==> config.mk <==
export PLATFORM = sky130hd
export DESIGN_NAME = fp_mult_arbiter
export DESIGN_NICKNAME = d
export VERILOG_FILES = /design/src/rtl/fp_mult_arb_pkg.sv /design/src/rtl/fp_mult_arbiter_rr_arbiter.sv /design/src/rtl/fp_mult_arbiter.sv
export SDC_FILE = /design/constraint.sdc
export NUM_CORES = 1
export LEC_CHECK = 0
export BUFFER_PORTS_ARGS = -buffer_cell sky130_fd_sc_hd__buf_4
export CELL_PAD_IN_SITES_DETAIL_PLACEMENT = 1
export CELL_PAD_IN_SITES_GLOBAL_PLACEMENT = 1
export CORE_AREA = 3 3 157 159
export CTS_BUF_LIST = sky130_fd_sc_hd__clkbuf_8
export CTS_CLUSTER_DIAMETER = 30
export DETAILED_ROUTE_END_ITERATION = 8
export DIE_AREA = 0 0 160 162
export PLACE_DENSITY = 0.81
export REMOVE_ABC_BUFFERS = 1
export SETUP_SLACK_MARGIN = 0.1
export SLEW_MARGIN = 30
export SYNTH_ARGS = -nofsm -noshare
export SYNTH_HDL_FRONTEND = slang
export SYNTH_SLANG_ARGS = --single-unit
export TNS_END_PERCENT = 10
==> constraint.sdc <==
create_clock -name clkIn -period 6.9 [get_ports clkIn]
set_clock_uncertainty 0.2 [all_clocks]
set_input_delay 0.69 -clock clkIn [delete_from_list [all_inputs] [get_ports clkIn]]
set_output_delay 0.69 -clock clkIn [all_outputs]
set_load 0.1 [all_outputs]
==> src/rtl/fp_mult_arb_pkg.sv <==
// Shared types and helpers for the FP multiplier arbiter.
// Holds the fixed operand width, the drain/halt state encoding and a one-hot decoder.
package fp_mult_arb_pkg;

    localparam int DATA_WIDTH = 32;

    typedef enum logic [1:0] {
        HALTED,
        RUN,
        DRAIN
    } arb_state_t;

    // Returns the bit position of a one-hot vector (up to 8 requesters).
    function automatic logic [2:0] onehot_to_idx(input logic [7:0] oneHot);
        logic [2:0] idx;
        idx = '0;
        for (int i = 0; i < 8; i++) begin
            if (oneHot[i]) begin
                idx = idx | 3'(i);
            end
        end
        return idx;
    endfunction

endpackage

==> src/rtl/fp_mult_arbiter_rr_arbiter.sv <==
// Combinational round-robin picker.
// Searches upward from ptrIn with wrap and returns the first active request.
module rr_arbiter #(
    parameter int N = 4,
    localparam int IW = $clog2(N)
) (
    input  logic [N-1:0]  reqIn,
    input  logic [IW-1:0] ptrIn,
    output logic [N-1:0]  gntOut,
    output logic [IW-1:0] gntIdxOut,
    output logic          anyOut
);

    logic [IW-1:0] pos;

    always_comb begin
        gntOut    = '0;
        gntIdxOut = '0;
        anyOut    = 1'b0;
        pos       = '0;
        for (int k = 0; k < N; k++) begin
            pos = IW'((int'(ptrIn) + k) % N);
            if (!anyOut && reqIn[pos]) begin
                anyOut      = 1'b1;
                gntOut[pos] = 1'b1;
                gntIdxOut   = pos;
            end
        end
    end

endmodule

==> src/rtl/fp_mult_arbiter.sv <==
// Shares one fixed-latency pipelined FP multiplier between NUM_REQ requesters.
// Optional tag/valid consistency checker enabled by defining FP_MULT_ARB_CHECK_EN.
module fp_mult_arbiter
    import fp_mult_arb_pkg::*;
#(
    parameter int NUM_REQ = 4,
    parameter int LATENCY = 8
) (
    input  logic                          clkIn,
    input  logic                          rstIn,
    input  logic                          enableIn,
    input  logic [NUM_REQ-1:0]            reqValidIn,
    input  logic [NUM_REQ*DATA_WIDTH-1:0] reqDataAIn,
    input  logic [NUM_REQ*DATA_WIDTH-1:0] reqDataBIn,
    output logic [NUM_REQ-1:0]            reqReadyOut,
    output logic [DATA_WIDTH-1:0]         mulDataAOut,
    output logic [DATA_WIDTH-1:0]         mulDataBOut,
    output logic                          mulValidOut,
    input  logic [DATA_WIDTH-1:0]         mulDataIn,
    input  logic                          mulValidIn,
    output logic [DATA_WIDTH-1:0]         rspDataOut,
    output logic [NUM_REQ-1:0]            rspValidOut,
    output logic                          idleOut,
    output logic                          errOut
);

    localparam int IW = $clog2(NUM_REQ);

    arb_state_t            state;
    logic [IW-1:0]         rrPtr;
    logic                  grantEn;
    logic [NUM_REQ-1:0]    arbReq;
    logic [NUM_REQ-1:0]    gnt;
    logic [IW-1:0]         gntIdx;
    logic                  anyGnt;
    logic [DATA_WIDTH-1:0] selA;
    logic [DATA_WIDTH-1:0] selB;
    logic [IW-1:0]         issueId;
    logic [LATENCY-1:0]    tagValid;
    logic [IW-1:0]         tagId [LATENCY];
    logic                  pipeEmpty;

    // Dropping enableIn stops granting in the same cycle, before the FSM leaves RUN.
    assign grantEn   = (state == RUN) && enableIn;
    assign arbReq    = grantEn ? reqValidIn : '0;
    assign pipeEmpty = (tagValid == '0);

    rr_arbiter #(.N(NUM_REQ)) uArb (
        .reqIn     (arbReq),
        .ptrIn     (rrPtr),
        .gntOut    (gnt),
        .gntIdxOut (gntIdx),
        .anyOut    (anyGnt)
    );

    assign reqReadyOut = gnt;
    assign selA = reqDataAIn[int'(gntIdx)*DATA_WIDTH +: DATA_WIDTH];
    assign selB = reqDataBIn[int'(gntIdx)*DATA_WIDTH +: DATA_WIDTH];

    always_ff @(posedge clkIn) begin
        if (rstIn) begin
            state   <= HALTED;
            idleOut <= 1'b1;
        end else begin
            case (state)
                HALTED: begin
                    if (enableIn) begin
                        state   <= RUN;
                        idleOut <= 1'b0;
                    end
                end
                RUN: begin
                    if (!enableIn) begin
                        state <= DRAIN;
                    end
                end
                DRAIN: begin
                    if (enableIn) begin
                        state <= RUN;
                    end else if (pipeEmpty && !mulValidOut) begin
                        state   <= HALTED;
                        idleOut <= 1'b1;
                    end
                end
                default: begin
                    state   <= HALTED;
                    idleOut <= 1'b1;
                end
            endcase
        end
    end

    always_ff @(posedge clkIn) begin
        if (rstIn) begin
            mulValidOut <= 1'b0;
            mulDataAOut <= '0;
            mulDataBOut <= '0;
            issueId     <= '0;
            rrPtr       <= '0;
        end else begin
            mulValidOut <= anyGnt;
            if (anyGnt) begin
                mulDataAOut <= selA;
                mulDataBOut <= selB;
                issueId     <= IW'(onehot_to_idx(8'(gnt)));
                rrPtr       <= (gntIdx == IW'(NUM_REQ - 1)) ? '0 : gntIdx + IW'(1);
            end
        end
    end

    // The last tag stage lines up with the product emerging from the core.
    always_ff @(posedge clkIn) begin
        if (rstIn) begin
            for (int i = 0; i < LATENCY; i++) begin
                tagValid[i] <= 1'b0;
                tagId[i]    <= '0;
            end
        end else begin
            tagValid[0] <= mulValidOut;
            tagId[0]    <= issueId;
            for (int i = 1; i < LATENCY; i++) begin
                tagValid[i] <= tagValid[i-1];
                tagId[i]    <= tagId[i-1];
            end
        end
    end

    always_ff @(posedge clkIn) begin
        if (rstIn) begin
            rspDataOut  <= '0;
            rspValidOut <= '0;
        end else if (tagValid[LATENCY-1]) begin
            rspDataOut  <= mulDataIn;
            rspValidOut <= {{(NUM_REQ-1){1'b0}}, 1'b1} << tagId[LATENCY-1];
        end else begin
            rspValidOut <= '0;
        end
    end

`ifdef FP_MULT_ARB_CHECK_EN
    always_ff @(posedge clkIn) begin
        if (rstIn) begin
            errOut <= 1'b0;
        end else if (mulValidIn != tagValid[LATENCY-1]) begin
            errOut <= 1'b1;
        end
    end
`else
    logic unusedMulValid;
    assign unusedMulValid = mulValidIn;
    assign errOut         = 1'b0;
`endif

endmodule
=== Word-level counts from Yosys, hierarchy flattened ===
Memory sizes are Yosys's and may differ from the RTL's.
Index checks and enable logic that the tools add are counted.

* $add $sub $neg: 4
* Magnitude comparators: 8
* Equality and inequality tests: 8
* Shifts and indexed selects: 3
* Muxes and demuxes: 53
* Bitwise logic cells: 13
* Reductions and logical operators: 18

{| class="wikitable"
|+ Operators with widths
! cell !! number
|-
| indexed part select 128 x 8 -> 32 bit || 2
|-
| two-way mux 2 bit || 19
|-
| two-way mux 4 bit || 5
|-
| two-way mux 1 bit || 19
|-
| less-than comparator 2 x 3 -> 1 bit, second input constant || 4
|-
| OR 4 bit || 3
|-
| logical AND 1 bit || 9
|-
| binary-select mux 1 bit (select 2 bit) || 4
|-
| demux 1 bit (select 2 bit) || 4
|-
| >= comparator 2 x 1 -> 1 bit, second input constant || 4
|-
| logical NOT 8 bit || 1
|-
| inequality test 2 bit, second input constant || 4
|-
| OR 1 bit || 8
|-
| case mux 2 bit (3 select lines) || 1
|-
| adder 2 x 1 -> 2 bit, second input constant || 2
|-
| adder 2 bit, second input constant || 2
|-
| equality test 2 bit, second input constant || 2
|-
| logical NOT 1 bit || 4
|-
| AND reduction 4 bit || 1
|-
| left shift 1 x 2 -> 4 bit, first input constant || 1
|-
| inequality test 3 bit, second input constant || 1
|-
| case mux 1 bit (3 select lines) || 1
|-
| AND reduction 3 bit || 1
|-
| equality test 2 x 1 -> 1 bit, second input constant || 1
|-
| 3 further kinds || 4
|}

* Register bits after elaboration: 116
* Memory bits (writable): 16
* Input bits: 296
* Output and inout bits: 107
* Word-level logic and storage cells: 118
* Memories kept: 1

{| class="wikitable"
|+ Memories
! memory !! depth !! bits a word !! read ports !! clocked after Yosys merged registers in !! write ports !! RTL line !! source
|-
| tagId || 8 || 2 || 8 || 0 || 8 || fp_mult_arbiter.sv:40 || <nowiki>logic [IW-1:0] tagId [LATENCY];</nowiki>
|}

=== Longest topological paths before layout ===
Gate-level depths: netlist of run 1.

* Word-level depth: 18
* Mapped depth: 13
* Mapped depth without buffers: 8

=== Modules after synthesis ===
Synthesis of run 1 repeated with hierarchy kept, for this count alone.

* Cell total of the unflattened synthesis: 532
* Area total of the unflattened synthesis: 6441.2 um^2

{| class="wikitable"
|+ Modules (own cells, without submodules)
! module !! times used !! cells an instance !! area each (um^2) !! sequential area each (um^2)
|-
| fp_mult_arbiter || 1 || 487 || 6018.3 || 2642.5
|-
| rr_arbiter || 1 || 45 || 422.9 || 0.0
|}

=== Worst setup path after synthesis of run 1 ===
No wires, ideal clock.

* Path type: reg2out
* Start: register rrPtr[0]
* End: output reqReadyOut[0]
* Arrival: 3881 ps
* Required time: 6010 ps
* Path slack: 2129 ps
* Cell stages (with the launch flop): 9
* Cell sequence: dfxtp_1 buf_2 inv_2 ha_1 clkbuf_1 mux4_2 nor2b_4 a22oi_1 o21ai_0

* Word-level cells in the longest chain between the ends: 12
* Elaborated cells on any way between the ends: 47

{| class="wikitable"
|+ RTL lines
! element !! RTL line !! source
|-
| start, declared || fp_mult_arbiter.sv:30 || <nowiki>logic [IW-1:0] rrPtr;</nowiki>
|-
| start signal, assigned || fp_mult_arbiter.sv:106 || <nowiki>rrPtr <= (gntIdx == IW'(NUM_REQ - 1)) ? '0 : gntIdx + IW'(1);</nowiki>
|-
| parallel branches: the longest is 11 deep, another holds less-than comparator 2 x 3 -> 1 bit || - ||
|-
| two-way mux 4 bit (*) || fp_mult_arbiter_rr_arbiter.sv:23 || <nowiki>if (!anyOut && reqIn[pos]) begin</nowiki>
|-
| end, declared || fp_mult_arbiter.sv:15 || <nowiki>output logic [NUM_REQ-1:0] reqReadyOut,</nowiki>
|}

Every way passes the cells marked *. The select of a mux whose other input is x is not followed.

=== Worst setup path in the final report of run 1 ===
* Start: register rrPtr[0]
* End: output reqReadyOut[3]

Same word-level chain as after synthesis.

==> results of run 1 <==
[layout by cell type, fill, tap and decap left out, drive strengths merged, types with 2 or more instances in the layout]
cell,synthesis,final
nor3,6,6
or3,2,2
nor2,52,52
inv,8,17
nor2b,26,26
o221ai,122,122
a31oi,3,3
mux4,2,2
a21oi,4,4
o21ai,6,6
ha,7,7
nand2,198,198
a211oi,4,4
buf,32,410
clkbuf,48,17
nor4,2,2
mux2i,97,97
and2,4,4
a22oi,4,4
a311o,3,3
and3,67,67
clkinv,0,4
dfxtp,132,132
nand3b,2,2
nor3b,5,5
a221oi,6,6
[per-stage QoR]
step	area, um^2	util (%)	hold slack (ns)	worst slack [ns]
2_1_floorplan	6880	-	0.214	0.710
3_3_place_gp	10400	44.4	0.219	2.38
3_5_place_dp	10400	44.4	0.225	2.33
4_1_cts	10800	46.2	0.165	2.19
5_1_grt	10800	46.2	0.149	2.01
6_report	10800	46.2	0.204	2.18
[routing by layer]
layer / part of all wire, % / routed length (um) / vias up / GRT usage (%)
met5: 0 / 0 / - / 0
met3: 8.5 / 2820 / 55 / 9.33
met1: 39 / 12800 / 4067 / 27.3
met4: 3.3 / 1080 / 0 / 9.07
met2: 50 / 16400 / 340 / 43.0
li1: - / - / 3846 / -
[where the power goes]
part	internal, mW	switching (mW)
Combinational	0.201	0.324
Sequential	0.783	0.0164
Clock	0.309	0.390
[worst register-to-register path: cells and delay by family, from the launching register on]
family	cells	cell delay, ns
mux	2	0.80
fa+ha+maj	1	0.53
xor+xnor	1	0.33
simple gates	2	0.35
flops	1	0.82
buf+inv	3	1.25
compound gates	1	0.14
[registers in the layout, summed over array words and instances (netlist names)]
| signal | cells |
|---|---|
| rrPtr | 2 |
| mulValidOut | 1 |
| state | 2 |
| issueId | 2 |
| mulDataBOut | 32 |
| rspValidOut | 4 |
| mulDataAOut | 32 |
| tagId | 16 |
| rspDataOut | 32 |
| idleOut | 1 |
| tagValid | 8 |
[how the worst max path moves through the flow]
stage / startpoint / end
2_1_floorplan: rrPtr[0] / mulDataAOut[0]
3_3_place_gp: rrPtr[0] / mulDataAOut[25]
3_5_place_dp: rrPtr[0] / mulDataAOut[25]
4_1_cts: rrPtr[0] / reqReadyOut[3]
5_1_grt: rrPtr[0] / reqReadyOut[3]
6_report: rrPtr[0] / reqReadyOut[3]
[cells by family (layout without fill, tap and decap cells)]
group / Yosys count / count (layout)
AO/OA/AOI/OAI: 161 / 161
other: 1 / 2
adder cells (fa/ha/maj): 7 / 7
XOR/XNOR: 1 / 1
multiplexers: 99 / 99
buffers and inverters: 88 / 450
AND/OR/NAND/NOR: 367 / 367
flip-flops: 132 / 132
[final cells by class]
cell class | instances | area share, %
tap | 319 | 3.69
antenna | 1 | 0.0231
sequential | 132 | 24.5
clock inverter | 15 | 1.68
timing repair buffer | 410 | 28.6
clock buffer | 17 | 2.16
multi-input combinational | 636 | 39.1
inverter | 8 | 0.278
==> implementation parameters, run 1 <==
Parameter                              Value

STA
  Final Hold Viols ... 0
  Remaining max-slew budget at the tightest pin ... between 30 and 40%
  Final worst-path cycle share ... approximately 70%
  Worst-Margin Slew ... between 0.9 and 1 ns
  Final sum of negative setup slack ... 0 ns
  Total count of max-transition violations in the final report ... 0
  Final critical delay including setup and external delays ... around 4.7 ns
  Final setup viols ... 0
  RSZ-0062 raised after global routing ... false
  Peak clock frequency supported by timing ... about 210 MHz

Critical path
  Crit. path cell count ... 7
  Slowest library cell on the worst path ... sky130_fd_sc_hd__dfxtp_2
  CP Class ... flip-flop to output port
  CP cell instances ... inv_2 > ha_1 > mux4_2 > nor4_1 > a221oi_1 > inv_1 > buf_4
  R2R setup slack ... 2.33 ns
  FF-to-FF path depth ... 10
  Gate family responsible for the most delay along the worst path ... flip-flops
  Crit path max fanout ... 34
  Reg-to-reg critical path endpoint ... mulDataAOut[25]
  Type of destination of the critical path ... output port
  Buffers & Inverters on Critical Path ... 3
  Kind of start point of the critical path ... flip-flop
  Critical path arrival ... 3.83 ns
  Required time of the worst setup path ... 6.01 ns
  Largest stage delay on the critical path ... 0.82 ns
  Startpoint of the worst-slack reg-to-reg timing path ... rrPtr[0]

Floorplanning
  Die Outline Area ... 25900 um^2
  Die height ... ~160 um
  Area inside the core boundary ... between 20000 and 25000 um^2
  Ports ... 403
  Die boundary width ... about 160 um
  Number of standard-cell rows in the floorplan ... 56
  Starting density of the core ... a little over 30%

Power
  LEAKAGE ... ~5.2 nW
  Worst voltage drop across the vdd grid ... roughly 0.096 mV
  Pwr/cell area ... ~190 nW/um^2
  Power Total ... between 2 and 2.5 mW

Layout
  Count of fill cells added during filler insertion ... around 2800
  Number of standard cells in the layout, taps in and fillers out ... 1538
  Total area of multi-input combinational cells ... between 4000 and 5000 um^2
  Fraction of final layout cells with drive strength greater than 1 ... 37.8%
  Total number of nets in the final design ... roughly 1500
  Storage element area ... 2650 um^2
  Area Growth Syn to Fin ... 48.9%

Synth
  FFs w/ async S/R, synth ... 0%
  Mux cell area share after synthesis ... about 14%
  Area fraction of the dominant cell type after synthesis ... around 36%
  Netlist cell types ... 48
  Commonest cells post-synth ... sky130_fd_sc_hd__nand2_1 (197), sky130_fd_sc_hd__dfxtp_1 (132), sky130_fd_sc_hd__o221ai_1 (122)
  Post-synthesis instance total ... ~860
  Number of enable-type register cells in the synthesized netlist ... 0
  Warning count from the yosys run ... 0
  Main combinational cell family by area after synthesis ... simple AND/OR/NAND/NOR gates
  Sequential share of the synthesized area ... roughly 36%
  Xor-xnor portion of the synthesized cell area ... less than 1%
  Syn Std Cell Area ... just over 7000 um^2
  Cell with the most instances after synthesis ... sky130_fd_sc_hd__nand2_1
  Synth Area per Inst ... ~8.5 um^2
  Synth area leader ... sky130_fd_sc_hd__dfxtp_1
  Synth area leaders ... sky130_fd_sc_hd__dfxtp_1 (36%), sky130_fd_sc_hd__o221ai_1 (15%), sky130_fd_sc_hd__mux2i_1 (13%)
  Adder-cell share of the synthesized area ... under 10%
  Dominant register cell in the synthesized netlist ... sky130_fd_sc_hd__dfxtp_1
  Register bit total from synthesis ... between 100 and 150
  Share of the synthesized area in compound gates (AO/OA/AOI/OAI) ... between 10% and 20%
  Area fraction in and, or, nand and nor cells after synthesis ... between 20% and 30%

Min path
  Worst Hold Path Cells ... 2
  Class of the worst hold path ... input port to flip-flop
  Endpoint of the worst hold-timing path ... state[1]
  Hold Crit Start ... enableIn

Route
  Wirelength per Cell ... between 20 and 25 um
  Vias per cell ... between 5 and 6
  Post-route ant nets ... 0
  1st-pass router iterations ... 5
  Vias post-DR ... 8308
  Final routed wirelength across all metal layers ... ~33 mm
  Starting DRT DRC Count ... about 370
  DRC violation count after routing ... 0

Global route
  Number of global-route vias before repair ... 8977
  First-pass GRT wire length ... around 50 mm
  Remaining Overflow, GRT ... 0
  Largest net degree at the start of global routing ... 70
  Total routing resource utilization after global routing ... about 25%
  Initial antenna violation count ... 1

Clock tree
  Clock latency of the later-clocked register in the worst-skew pair ... 0.46 ns
  Count of H-tree levels built during CTS ... 4
  TritonCTS Buffers ... 17
  CTS Hold Buffers Added ... 0
  Buffer levels on the longest clock path ... 2
  Clock Sink Count ... 132
  CTS tree ... yes
  Clock tree root driver cell ... sky130_fd_sc_hd__clkbuf_8
  Clock edge transition at the registers on the reported setup and hold paths ... approximately 0.10 ns
  Post-cts gate resize count ... 0
  Post-CTS setup buffers ... 0

Place
  Placed instance count ... approximately 1500
  Sum of net half-perimeters after detailed placement ... ~24 mm
  Count of port buffers added during placement ... 400
  Final estimated routing congestion in global placement ... ~0.81

Outcome
  Result of the run ... complete, no violations

Run
  Max Cap Viol ... 0
(Power assumes the default switching activity.)
==> inputs of run 2 (changes only) <==
- CORE_AREA: 3 3 157 159 -> default
- CORE_MARGIN: default -> 3
- CORE_UTILIZATION: default -> 32
- DIE_AREA: 0 0 160 162 -> default
- PLACE_DENSITY: 0.81 -> 0.83
- clock period: 6.9 -> 4.6 ns (I/O delays scaled with it)
==> run 2 against run 1 <==
Effect of this change: power up 52%; register-to-register slack worse by 1.8 ns; final cell count is 2.3% lower; design area rose by 0.24%; hold slack worse by 0.16 ns; highest routed layer unchanged; clock-buffer cell count is 2 higher; first-iteration DRC count fell by 2.4%.
==> implementation parameters, run 2 (synthesized netlist as in run 1, its figures left out) <==
Parameter                              Value

Layout
  Commonest cells after routing, fill and taps aside ... sky130_fd_sc_hd__buf_4 (410), sky130_fd_sc_hd__nand2_1 (196), sky130_fd_sc_hd__dfxtp_1 (130)
  Most frequent standard cell in the layout excluding fill and tap cells ... sky130_fd_sc_hd__buf_4
  Fraction of final layout cells with drive strength greater than 1 ... ~38%
  Number of standard cells in the layout, taps in and fillers out ... 1503
  Total number of nets in the final design ... around 1500
  Antenna diode count ... 0
  Biggest regs ... mulDataAOut (32), mulDataBOut (32), rspDataOut (32)
  Area Growth Syn to Fin ... 49.3%

Power
  Comb pwr share ... between 20% and 30%
  Clock network fraction of total power ... approximately a third
  Pwr/cell area ... ~280 nW/um^2
  Worst voltage drop across the vdd grid ... around 0.17 mV
  LEAKAGE ... roughly 5.3 nW
  Net switching share of the total power ... between 30% and 40%
  Internal ... roughly 2 mW
  Sw power ... ~1.1 mW
  Power Total ... ~3.1 mW
  Sequential Power Share ... approximately 39%

Critical path
  Reg-to-reg critical path endpoint ... mulDataBOut[6]
  FF-to-FF path depth ... 9
  Worst setup path start ... rrPtr[0]
  Startpoint of the worst-slack reg-to-reg timing path ... rrPtr[0]
  R2R setup slack ... 0.53 ns
  CP cell instances ... inv_2 > ha_1 > mux4_2 > nor4_1 > a221oi_1 > inv_1 > buf_4
  Slowest library cell on the worst path ... sky130_fd_sc_hd__nor4_1
  Crit path max fanout ... 18
  Required time of the worst setup path ... about 3.9 ns
  CP Class ... flip-flop to output port
  Kind of start point of the critical path ... flip-flop
  Type of destination of the critical path ... output port
  Gate family responsible for the most delay along the worst path ... simple AND/OR/NAND/NOR gates
  Largest stage delay on the critical path ... between 0.6 and 0.7 ns
  Critical path arrival ... between 3 and 4 ns
  Buffers & Inverters on Critical Path ... 3

Floorplanning
  Die boundary width ... ~160 um
  Area inside the core boundary ... ~22000 um^2
  Starting density of the core ... 32.9%
  Ports ... around 400
  Die Outline Area ... around 25000 um^2
  Number of standard-cell rows in the floorplan ... 54
  Die height ... 157 um

STA
  Final setup viols ... 0
  Peak clock frequency supported by timing ... 243 MHz
  Remaining max-slew budget at the tightest pin ... approximately a third
  Final Hold Viols ... 0
  Final sum of negative setup slack ... 0 ns
  Worst-Margin Slew ... a little under 1 ns
  Total count of max-transition violations in the final report ... 0
  Final worst-path cycle share ... 89.4%
  Final critical delay including setup and external delays ... 4.11 ns
  RSZ-0062 raised after global routing ... false

Clock tree
  TritonCTS Buffers ... 17
  Post-CTS setup buffers ... 0
  Buffer levels on the longest clock path ... 2
  Count of H-tree levels built during CTS ... 4
  CTS tree ... yes
  Clock latency of the later-clocked register in the worst-skew pair ... around 0.45 ns
  Clock tree root driver cell ... sky130_fd_sc_hd__clkbuf_8
  Clock edge transition at the registers on the reported setup and hold paths ... 0.09 ns
  Clock Sink Count ... approximately 130

Place
  Final estimated routing congestion in global placement ... just over 0.8
  Placed instance count ... ~1500
  Sum of net half-perimeters after detailed placement ... about 23 mm
  Count of port buffers added during placement ... 400

Min path
  Hold Crit Start ... mulDataIn[27]
  Endpoint of the worst hold-timing path ... rspDataOut[27]
  Class of the worst hold path ... input port to flip-flop
  Worst Hold Path Cells ... 3

Global route
  First-pass GRT wire length ... 47.7 mm
  Total routing resource utilization after global routing ... 24.7%
  Remaining Overflow, GRT ... 0
  Largest net degree at the start of global routing ... 70
  Initial antenna violation count ... 0
  Number of global-route vias before repair ... about 8700

Route
  Post-route ant nets ... 0
  Final routed wirelength across all metal layers ... around 32 mm
  Vias per cell ... roughly 5.5
  Vias post-DR ... roughly 8000
  Starting DRT DRC Count ... 360
  Wirelength per Cell ... 21.1 um
  DRC violation count after routing ... 0
  1st-pass router iterations ... 5

Run
  Max Cap Viol ... 0

Outcome
  Result of the run ... complete, no violations
## run 2: cell count changes in the layout (fill, tap and decap cells not counted), sizes merged
cell	previous run	this run
buf	410	414
clkbuf	17	19
clkinv	4	2
bufinv	1	2
clkinvlp	1	0
diode	1	0
dlygate4sd3	0	1
## run 2: layer usage
layer | up-vias | routed length, um | GRT usage (%)
met5 | - | 0 | 0
met4 | 0 | 651 | 8.09
met3 | 42 | 2480 | 7.00
met2 | 300 | 16900 | 45.5
met1 | 4006 | 11700 | 27.3
li1 | 3859 | - | -
## run 2: what timing repair did
item,4_1_cts,5_1_grt
resized for setup,0,0
hold buffers,1,0
hold endpoints to repair,1,0
## run 2: area by class of cell
class,count,area [um^2]
tap,280,350
multi-input combinational,636,4230
fill,2641,11300
sequential,132,2650
clock inverter,13,158
timing repair buffer,415,3170
inverter,8,30.0
clock buffer,19,262
## run 2: metrics by stage
step | worst slack, ns | utilization, % | instance area [um^2] | hold slack [ns]
6_report | 0.489 | 49.1 | 10800 | 0.0460
5_1_grt | 0.186 | 49.1 | 10800 | 0.0281
4_1_cts | 0.458 | 49.1 | 10800 | 0.00979
3_5_place_dp | 0.618 | 47.1 | 10400 | 0.233
3_3_place_gp | 0.661 | 47.1 | 10400 | 0.219
2_1_floorplan | -1.59 | - | 6880 | 0.214
## run 2: how the worst max path moves through the flow
stage | endpoint | cells past startpoint
2_1_floorplan | mulDataAOut[0] | 8
3_3_place_gp | mulDataAOut[21] | 9
3_5_place_dp | mulDataBOut[10] | 9
4_1_cts | reqReadyOut[3] | 7
5_1_grt | reqReadyOut[3] | 7
6_report | reqReadyOut[3] | 7
## run 2: worst min-delay path, stage by stage
cell                      delay [ns]
sky130_fd_sc_hd__buf_4          0.08
sky130_fd_sc_hd__mux2i_1        0.05
sky130_fd_sc_hd__nor2_1         0.07
## run 2: power groups by stage
stage	Combinational, mW	Clock (mW)	Sequential, mW
after floorplan	0.218	0	1.43
after global placement	0.785	0	1.22
after detailed placement	0.796	0	1.22
after CTS	0.799	1.11	1.20
after global routing	0.844	1.16	1.20
final	0.793	1.08	1.20
==> inputs of run 3 (changes only) <==
- clock period: 4.6 -> 4.5 ns (I/O delays scaled with it)
==> run 3 against run 2 <==
Effect of this change: wire length is 1.0% higher; final cell count is 0.27% higher; sequential power hardly changed; register-to-register slack better by 0.36 ns; die area stayed put; first-iteration DRC count is 13% lower; critical path depth stayed put; highest routed layer unchanged; clock-buffer cell count is 1 lower; global-route usage is 0.071 points higher; sequential share of layout area is 0.073 points lower.
==> implementation parameters, run 3 (synthesized netlist as in run 1, its figures left out) <==
Parameter                              Value

STA
  Final setup viols ... 0
  RSZ-0062 raised after global routing ... false
  Final worst-path cycle share ... 85.1%
  Peak clock frequency supported by timing ... about 260 MHz
  Final-layout worst hold slack ... ~0.042 ns
  Remaining max-slew budget at the tightest pin ... 37.3%
  Final sum of negative setup slack ... 0 ns
  Total count of max-transition violations in the final report ... 0
  Final critical delay including setup and external delays ... ~3.8 ns
  Final Hold Viols ... 0
  Worst-Margin Slew ... around 0.94 ns

Floorplanning
  Die boundary width ... ~160 um
  Starting density of the core ... around 33%
  Die height ... ~160 um
  Ports ... just over 400
  Area inside the core boundary ... between 20000 and 25000 um^2
  Die Outline Area ... ~25000 um^2
  Number of standard-cell rows in the floorplan ... 54

Critical path
  Type of destination of the critical path ... output port
  Critical path arrival ... around 3.2 ns
  Slowest library cell on the worst path ... sky130_fd_sc_hd__nor4_1
  Gate family responsible for the most delay along the worst path ... buffers and inverters
  Kind of start point of the critical path ... flip-flop
  Required time of the worst setup path ... around 3.9 ns
  CP Class ... flip-flop to output port
  Crit path max fanout ... 11
  Largest stage delay on the critical path ... roughly 0.59 ns
  Buffers & Inverters on Critical Path ... 3
  CP cell instances ... inv_2 > ha_1 > mux4_2 > nor4_1 > a221oi_1 > inv_1 > buf_4
  R2R setup slack ... approximately 0.9 ns

Clock tree
  Post-CTS setup buffers ... 0
  CTS tree ... yes
  Clock tree root driver cell ... sky130_fd_sc_hd__clkbuf_8
  Clock latency of the later-clocked register in the worst-skew pair ... ~0.44 ns
  Post-cts gate resize count ... 0
  Count of H-tree levels built during CTS ... 4
  TritonCTS Buffers ... 17
  Clock Sink Count ... approximately 130
  Buffer levels on the longest clock path ... 2
  Clock edge transition at the registers on the reported setup and hold paths ... about 0.1 ns

Power
  Worst voltage drop across the vdd grid ... about 0.13 mV
  Pwr/cell area ... 285 nW/um^2
  LEAKAGE ... about 5.3 nW

Place
  Final estimated routing congestion in global placement ... roughly 0.82
  Sum of net half-perimeters after detailed placement ... 23.1 mm
  Placed cell areas ... around 10000 um^2
  Placed instance count ... ~1500
  Count of port buffers added during placement ... 400

Outcome
  Result of the run ... complete, no violations

Route
  Final routed wirelength across all metal layers ... between 30 and 40 mm
  Vias post-DR ... about 8300
  Post-route ant nets ... 0
  DRC violation count after routing ... 0
  Vias per cell ... approximately 5.5
  Wirelength per Cell ... between 20 and 25 um
  Starting DRT DRC Count ... 313
  1st-pass router iterations ... 5

Run
  Max Cap Viol ... 0

Layout
  Post-layout utilization of the core ... roughly 49%
  Total number of nets in the final design ... between 1500 and 2000
  Total area of multi-input combinational cells ... between 4000 and 5000 um^2
  Count of fill cells added during filler insertion ... about 2700
  Fraction of final layout cells with drive strength greater than 1 ... a little under two fifths
  Commonest cells after routing, fill and taps aside ... sky130_fd_sc_hd__buf_4 (412), sky130_fd_sc_hd__nand2_1 (196), sky130_fd_sc_hd__dfxtp_1 (130)
  Post-route cell area ... 10900 um^2
  Biggest regs ... mulDataAOut (32), mulDataBOut (32), rspDataOut (32)
  Storage element area ... ~2600 um^2
  Area Growth Syn to Fin ... 49.7%
  Number of standard cells in the layout, taps in and fillers out ... 1507
  Most frequent standard cell in the layout excluding fill and tap cells ... sky130_fd_sc_hd__buf_4

Min path
  Class of the worst hold path ... input port to flip-flop

Global route
  First-pass GRT wire length ... 48.1 mm
  Initial antenna violation count ... 1
  Remaining Overflow, GRT ... 0
  Largest net degree at the start of global routing ... 80
  Total routing resource utilization after global routing ... 24.8%
  Number of global-route vias before repair ... between 8000 and 9000
## run 3: stage by stage
stage               setup slack (ns)  total power, mW
floorplan                      -1.69             1.68
global placement               0.880             2.05
detailed placement             0.980             2.07
CTS                            0.688             3.15
global route                   0.430             3.25
finish                         0.672             3.10
## run 3: path summary, 6_finish.rpt
kind,from,endpoint,depth (start not counted)
max,rrPtr[0],reqReadyOut[3],7
min reg2reg,tagId[1][0],tagId[1][2],1
max reg2reg,rrPtr[0],mulDataBOut[7],10
min,mulDataIn[18],rspDataOut[18],3
## run 3: layout make-up
class | count | share of cell area, %
antenna | 1 | 0.0230
clock buffer | 18 | 2.28
clock inverter | 14 | 1.46
inverter | 8 | 0.276
multi-input combinational | 636 | 38.9
sequential | 132 | 24.3
tap | 280 | 3.22
timing repair buffer | 418 | 29.5
## run 3: timing repair
action / CTS / global route
endpoints found under the hold margin: 1 / 0
endpoints found under the setup margin: 0 / 0
hold buffers: 1 / 0
## run 3: metal layers
| layer | track usage (%) | share of wire (%) |
|---|---|---|
| met1 | 27.6 | 38 |
| met2 | 45.3 | 52 |
| met3 | 6.69 | 7.5 |
| met4 | 8.75 | 2.9 |
| met5 | 0 | 0 |
## run 3: power breakdown
group	internal [mW]	switching [mW]
Clock	0.480	0.577
Sequential	1.20	0.0191
Combinational	0.321	0.506
## run 3: worst min-delay path, stage by stage
cell and delay [ns]:
sky130_fd_sc_hd__buf_4 0.08, sky130_fd_sc_hd__mux2i_1 0.05, sky130_fd_sc_hd__nor2_1 0.07
